## src/rtl/invsqrt_pkg.sv

```systemverilog
// Shared types and FP32 constants for the inverse-square-root sequencer.
package invsqrt_pkg;

  typedef enum logic [2:0] {
    S_IDLE,
    S_INIT,
    S_WAIT_INIT,
    S_SQ,
    S_HX,
    S_SUB,
    S_UPD,
    S_DONE
  } state_e;

  typedef enum logic {
    OP_MUL  = 1'b0,
    OP_RSUB = 1'b1
  } fpu_op_e;

  localparam logic [31:0] FP_THREE_HALVES = 32'h3FC0_0000;
  localparam logic [31:0] FP_POS_INF      = 32'h7F80_0000;
  localparam logic [31:0] FP_QNAN         = 32'h7FC0_0000;
  localparam logic [31:0] FP_MAGIC        = 32'h5F37_59DF;

  function automatic logic [7:0] fp_exp(input logic [31:0] f);
    return f[30:23];
  endfunction

endpackage

```

## src/rtl/invsqrt_classify.sv

```systemverilog
// Flags operands whose reciprocal square root is a fixed special value.
module invsqrt_classify
  import invsqrt_pkg::*;
(
  input  logic [31:0] x_i,
  output logic        is_special_o,
  output logic [31:0] special_value_o
);

  logic [7:0] exp_w;

  assign exp_w = fp_exp(x_i);

  // Zero/denormal takes priority, so -0 also maps to +inf.
  always_comb begin
    is_special_o    = 1'b1;
    special_value_o = FP_QNAN;
    if (exp_w == 8'h00) begin
      special_value_o = FP_POS_INF;
    end else if (x_i[31]) begin
      special_value_o = FP_QNAN;
    end else if (exp_w == 8'hFF) begin
      special_value_o = (x_i[22:0] == 23'd0) ? 32'h0000_0000 : FP_QNAN;
    end else begin
      is_special_o    = 1'b0;
      special_value_o = 32'h0000_0000;
    end
  end

endmodule

```

## src/rtl/invsqrt_seq_ctrl.sv

```systemverilog
// Sequences magic-constant init plus ITER Newton steps on a shared external FPU.
// IDLE accept | INIT init stage loads | WAIT_INIT capture y,hx | SQ t=y*y
// HX t=hx*t | SUB t=1.5-t | UPD y=y*t | DONE hold result until out_ready
module invsqrt_seq_ctrl
  import invsqrt_pkg::*;
#(
  parameter int unsigned ITER         = 2,
  parameter logic [31:0] THREE_HALVES = FP_THREE_HALVES
) (
  input  logic        clk,
  input  logic        rst,
  input  logic        in_valid,
  output logic        in_ready,
  input  logic [31:0] in_data,
  output logic [31:0] init_data,
  input  logic [31:0] init_y,
  input  logic [31:0] init_half,
  output logic        fpu_valid,
  output logic        fpu_op,
  output logic [31:0] fpu_a,
  output logic [31:0] fpu_b,
  input  logic [31:0] fpu_result,
  input  logic        fpu_done,
  output logic        out_valid,
  input  logic        out_ready,
  output logic [31:0] out_data,
  output logic        out_exc,
  output logic        busy
);

  localparam logic [2:0] ITER_C = 3'(ITER);

  state_e      state_q;
  logic [31:0] y_q;
  logic [31:0] hx_q;
  logic [31:0] t_q;
  logic [2:0]  cnt_q;
  logic        fpu_valid_q;
  logic        out_valid_q;
  logic        out_exc_q;
  logic [31:0] out_data_q;
  logic [31:0] init_data_q;

  logic        is_special;
  logic [31:0] special_value;
  logic        op_ack;
  fpu_op_e     op_sel;
  logic [31:0] a_sel;
  logic [31:0] b_sel;

  invsqrt_classify u_classify (
    .x_i             (in_data),
    .is_special_o    (is_special),
    .special_value_o (special_value)
  );

  // A done coincident with the issue pulse cannot belong to this op.
  assign op_ack = fpu_done && !fpu_valid_q;

  // Operands come straight from registers that only change on op completion.
  always_comb begin
    op_sel = OP_MUL;
    a_sel  = 32'h0000_0000;
    b_sel  = 32'h0000_0000;
    case (state_q)
      S_SQ: begin
        a_sel = y_q;
        b_sel = y_q;
      end
      S_HX: begin
        a_sel = hx_q;
        b_sel = t_q;
      end
      S_SUB: begin
        op_sel = OP_RSUB;
        a_sel  = THREE_HALVES;
        b_sel  = t_q;
      end
      S_UPD: begin
        a_sel = y_q;
        b_sel = t_q;
      end
      default: ;
    endcase
  end

  always_ff @(posedge clk) begin
    if (rst) begin
      state_q     <= S_IDLE;
      y_q         <= 32'h0000_0000;
      hx_q        <= 32'h0000_0000;
      t_q         <= 32'h0000_0000;
      cnt_q       <= 3'd0;
      fpu_valid_q <= 1'b0;
      out_valid_q <= 1'b0;
      out_exc_q   <= 1'b0;
      out_data_q  <= 32'h0000_0000;
      init_data_q <= 32'h0000_0000;
    end else begin
      fpu_valid_q <= 1'b0;
      case (state_q)
        S_IDLE: begin
          if (in_valid) begin
            init_data_q <= in_data;
            if (is_special) begin
              state_q     <= S_DONE;
              out_valid_q <= 1'b1;
              out_data_q  <= special_value;
              out_exc_q   <= 1'b1;
            end else begin
              state_q <= S_INIT;
            end
          end
        end
        S_INIT: state_q <= S_WAIT_INIT;
        S_WAIT_INIT: begin
          y_q   <= init_y;
          hx_q  <= init_half;
          cnt_q <= 3'd0;
          if (ITER_C == 3'd0) begin
            state_q     <= S_DONE;
            out_valid_q <= 1'b1;
            out_data_q  <= init_y;
            out_exc_q   <= 1'b0;
          end else begin
            state_q     <= S_SQ;
            fpu_valid_q <= 1'b1;
          end
        end
        S_SQ: begin
          if (op_ack) begin
            t_q         <= fpu_result;
            state_q     <= S_HX;
            fpu_valid_q <= 1'b1;
          end
        end
        S_HX: begin
          if (op_ack) begin
            t_q         <= fpu_result;
            state_q     <= S_SUB;
            fpu_valid_q <= 1'b1;
          end
        end
        S_SUB: begin
          if (op_ack) begin
            t_q         <= fpu_result;
            state_q     <= S_UPD;
            fpu_valid_q <= 1'b1;
          end
        end
        S_UPD: begin
          if (op_ack) begin
            y_q   <= fpu_result;
            cnt_q <= cnt_q + 3'd1;
            if ((cnt_q + 3'd1) == ITER_C) begin
              state_q     <= S_DONE;
              out_valid_q <= 1'b1;
              out_data_q  <= fpu_result;
              out_exc_q   <= 1'b0;
            end else begin
              state_q     <= S_SQ;
              fpu_valid_q <= 1'b1;
            end
          end
        end
        S_DONE: begin
          if (out_ready) begin
            out_valid_q <= 1'b0;
            state_q     <= S_IDLE;
          end
        end
        default: state_q <= S_IDLE;
      endcase
    end
  end

  assign in_ready  = (state_q == S_IDLE);
  assign busy      = (state_q != S_IDLE);
  assign init_data = init_data_q;
  assign fpu_valid = fpu_valid_q;
  assign fpu_op    = op_sel;
  assign fpu_a     = a_sel;
  assign fpu_b     = b_sel;
  assign out_valid = out_valid_q;
  assign out_data  = out_data_q;
  assign out_exc   = out_exc_q;

endmodule

```

## config.mk

```make
export PLATFORM = sky130hd
export DESIGN_NAME = invsqrt_seq_ctrl
export DESIGN_NICKNAME = d
export VERILOG_FILES = /design/src/rtl/invsqrt_pkg.sv /design/src/rtl/invsqrt_classify.sv /design/src/rtl/invsqrt_seq_ctrl.sv
export SDC_FILE = /design/constraint.sdc
export NUM_CORES = 1
export LEC_CHECK = 0
export CORE_MARGIN = 5
export CORE_UTILIZATION = 46
export CTS_BUF_LIST = sky130_fd_sc_hd__clkbuf_4 sky130_fd_sc_hd__clkbuf_8
export CTS_CLUSTER_DIAMETER = 200
export DETAILED_ROUTE_END_ITERATION = 12
export GPL_TIMING_DRIVEN = 0
export PLACE_DENSITY = 0.88
export SYNTH_ARGS = -nofsm -noshare
export SYNTH_HDL_FRONTEND = slang
export SYNTH_SLANG_ARGS = --single-unit
```

## constraint.sdc

```tcl
create_clock -name clk -period 2.78 [get_ports clk]
set_input_delay 0.834 -clock clk [delete_from_list [all_inputs] [get_ports clk]]
set_output_delay 0.834 -clock clk [all_outputs]
set_load 0.05 [all_outputs]
```

==> metrics.yaml <==
critical_path:
  critPathMaxFanout: 9
  cp-startpoint: "state_q[0]$_SDFFE_PP0P_"
  start_kind: "flip-flop"
  worst-endpoint-arrival_ps: 2090
  worst-setup-path-type: "flip-flop to primary output"
  required_ps: 1950
  cp-end-kind: "primary output"
  reg2reg_to: "out_data[11]$_SDFFE_PP0P_"
  r2r_setup_slack_ps: 540
  worst-r2r-cell-count: 9
  critPathCapture: "fpu_a[22]"
  reg2reg_from: "state_q[1]$_SDFFE_PP0P_"
run:
  maxCapViolations: 0
floorplanning:
  die_h_microns: 136
  rows: 46
  initial_core_util_pct: 46.4
  fp.dieArea_sq_um: 18400
  die_w_microns: 136
  core-area_sq_um: 15700
  ios: 267
power:
  power.switching_mw: 4.22
  p_comb_share_pct: 46.2
  p_seq_share_pct: 32.4
  peakVddDrop_mv: 0.548
  p_sw_share_pct: 42.3
  p_leak_nw: 4.07
  intPower_mw: 5.77
  total_power_mw: 9.99
  clkPwrFrac_pct: 21.4
  power_density_nw_per_um2: 895
final_layout:
  layout.nets: 1353
  fin_cells: 1444
  area_growth_pct: 53.3
  fin_util_pct: 71.0
  layout-drive-gt1-share_pct: 13.6
place:
  globalplace.congestion: 0.907
  portBuffers: 265
  placedCellCount: 1398
  place_hpwl_microns: 20800
detailed_routing:
  drc: 0
  wl_per_cell_microns: 19.6
  drtAntennaViolNets: 0
  drt-pass1-iter-count: 8
  wl_microns: 28300
  via_count: 8178
  vias_per_cell: 5.66
  first_iter_violations: 747
timing:
  hold_viol: 0
  setup_violations: 61
  grt_setup_unrepaired: "true"
  setup_tns_ps: -5450
  setup_ws_ps: -142
  slew_viol_final: 0
  slew_headroom_pct: 49.6
  fin_worst_skew_ps: 12.6
  max_freq_mhz: 342
  worstMarginPinSlew_ps: 756
  period_needed_ps: 2920
  holdWs_ps: 456
  fin_crit_sh_pct: 105
grt:
  antenna_found_initial: 1
  overflow: 0
  grt_max_degree: 17
  grtUsageTotal_pct: 28.7
  grt_pass1_wl_microns: 41200
  grt_pass1_vias: 7580
yosys:
  ys_top_cells_by_count: "265 x nand2_1, 169 x dfxtp_1, 138 x a21oi_1, 67 x clkbuf_1, 56 x a22o_1"
  synth.net_count: 1056
  synth_top_area_share_pct: 46.5
  synth-async-reset-ratio_pct: 0
  ys_types: 40
  yosysMostFrequentCell: "nand2_1"
  yosysTopAreaCell: "dfxtp_1"
  syn_area_per_cell_sq_um: 7.94
  synthTopCellsByArea: "dfxtp_1 46%, nand2_1 14%, a21oi_1 9.5%, a22o_1 6.7%, a311oi_1 4.3%"
  synth.ff_latch_count: 169
  ys_seq_area_share_pct: 46.5
  ys_warn_count: 0
  syn_area_sq_um: 7280
  synth-main-ff-cell: "dfxtp_1"
  netlist_instances: 917
  synth_edf_count: 0
clock_tree:
  insertion_delay_ps: 470
  cts_max_path_buffers: 2
  cts_tree: "yes"
  clkSinkCount: 169
  cts_buffers: 17
  htreeDepth: 4
  cts_root_buffer: "clkbuf_8"
  clk_pin_slew_ps: 80
status:
  status: "finished with violations"
  violations: "negative setup slack"
worst_hold_path:
  hp-class: "flip-flop to flip-flop"
[logic make-up (layout without fill, tap and decap cells)]
group / count (synthesis) / after routing / synth area share (%)
buffers and inverters: 94 / 402 / 5.39
AO/OA/AOI/OAI: 282 / 283 / 25.7
adder cells (fa/ha/maj): 6 / 6 / 1.03
flip-flops: 169 / 169 / 46.5
XOR/XNOR: 2 / 2 / 0.241
AND/OR/NAND/NOR: 364 / 364 / 21.2
other: 0 / 2 / 0
[sequential cells by signal (all words and copies together), names as in the netlist]
register / count
cnt_q: 3
fpu_valid: 1
hx_q: 32
init_data: 32
out_data: 32
out_exc: 1
out_valid: 1
state_q: 3
t_q: 32
y_q: 32
[timing repair]
action,CTS,global route
buffers inserted,3,8
gates resized for setup,437,111
hold buffers,0,0
endpoints found under the setup margin,67,75
cloned,2,4
pin swaps,5,12
[how the worst min path moves through the flow]
stage,from,end,slack (ps),cells past startpoint
floorplan,t_q[0]$_SDFFE_PP0P_,t_q[0]$_SDFFE_PP0P_,440,2
detailed placement,init_data[16]$_SDFFE_PP0P_,init_data[16]$_SDFFE_PP0P_,450,2
CTS,init_data[31]$_SDFFE_PP0P_,init_data[31]$_SDFFE_PP0P_,460,2
finish,init_data[6]$_SDFFE_PP0P_,init_data[6]$_SDFFE_PP0P_,460,2
global route,t_q[22]$_SDFFE_PP0P_,t_q[22]$_SDFFE_PP0P_,470,2
global placement,init_data[27]$_SDFFE_PP0P_,init_data[27]$_SDFFE_PP0P_,440,2
[area by class of cell]
type	instances	area [sq um]
sequential	169	3390
fill	1188	4550
timing repair buffer	281	2900
inverter	6	25.0
clock buffer	20	269
clock inverter	11	219
tap	216	270
buffer	84	455
antenna	2	5.00
multi-input combinational	655	3630
[layer usage]
layer	GRT usage (%)	vias to the layer above	wire length (microns)
met5	0	-	0
met3	8.48	61	3240
li1	-	3831	-
met4	8.73	0	826
met1	35.4	3753	10700
met2	48.5	533	13600
[stage by stage]
step	setup WS, ps	area (sq um)
5_1_grt	-197	11200
4_1_cts	-194	10700
3_5_place_dp	-987	10200
3_3_place_gp	-964	10200
2_1_floorplan	45.1	7280
6_report	-142	11200
[cell usage in the layout, fill, tap and decap left out, types with 3 or more instances in the layout]
| cell type | n |
|---|---|
| a21oi_1 | 138 |
| ha_4 | 3 |
| a22o_4 | 5 |
| clkbuf_16 | 4 |
| clkbuf_8 | 20 |
| buf_4 | 18 |
| nand2_1 | 264 |
| clkbuf_2 | 5 |
| buf_2 | 12 |
| nor2_1 | 40 |
| bufinv_16 | 6 |
| clkinv_4 | 3 |
| nor2b_1 | 4 |
| o21ai_0 | 25 |
| buf_1 | 3 |
| clkbuf_1 | 53 |
| nand2b_1 | 3 |
| a211oi_1 | 11 |
| inv_1 | 4 |
| buf_8 | 8 |
| dfxtp_1 | 167 |
| nor4_1 | 11 |
| a22o_1 | 52 |
| clkdlybuf4s50_1 | 198 |
| nand4_1 | 23 |
| a311oi_1 | 36 |
| and4_1 | 3 |
| buf_6 | 62 |
| a221o_1 | 8 |
[power groups by stage]
| stage | Clock [mW] | Combinational, mW | Sequential (mW) |
|---|---|---|---|
| floorplan | 0 | 2.26 | 3.64 |
| global placement | 0 | 4.05 | 3.22 |
| detailed placement | 0 | 4.11 | 3.24 |
| CTS | 2.14 | 4.26 | 3.20 |
| global route | 2.25 | 4.88 | 3.28 |
| finish | 2.13 | 4.62 | 3.24 |
[worst max-delay path: stages, from the launching register on]
cell and delay, ps:
dfxtp_4 400, inv_4 50, ha_4 190, nand2_4 130, nand2b_4 150, clkbuf_16 190
a221o_1 340, buf_6 170
Power figures use the tool's default switching activity.
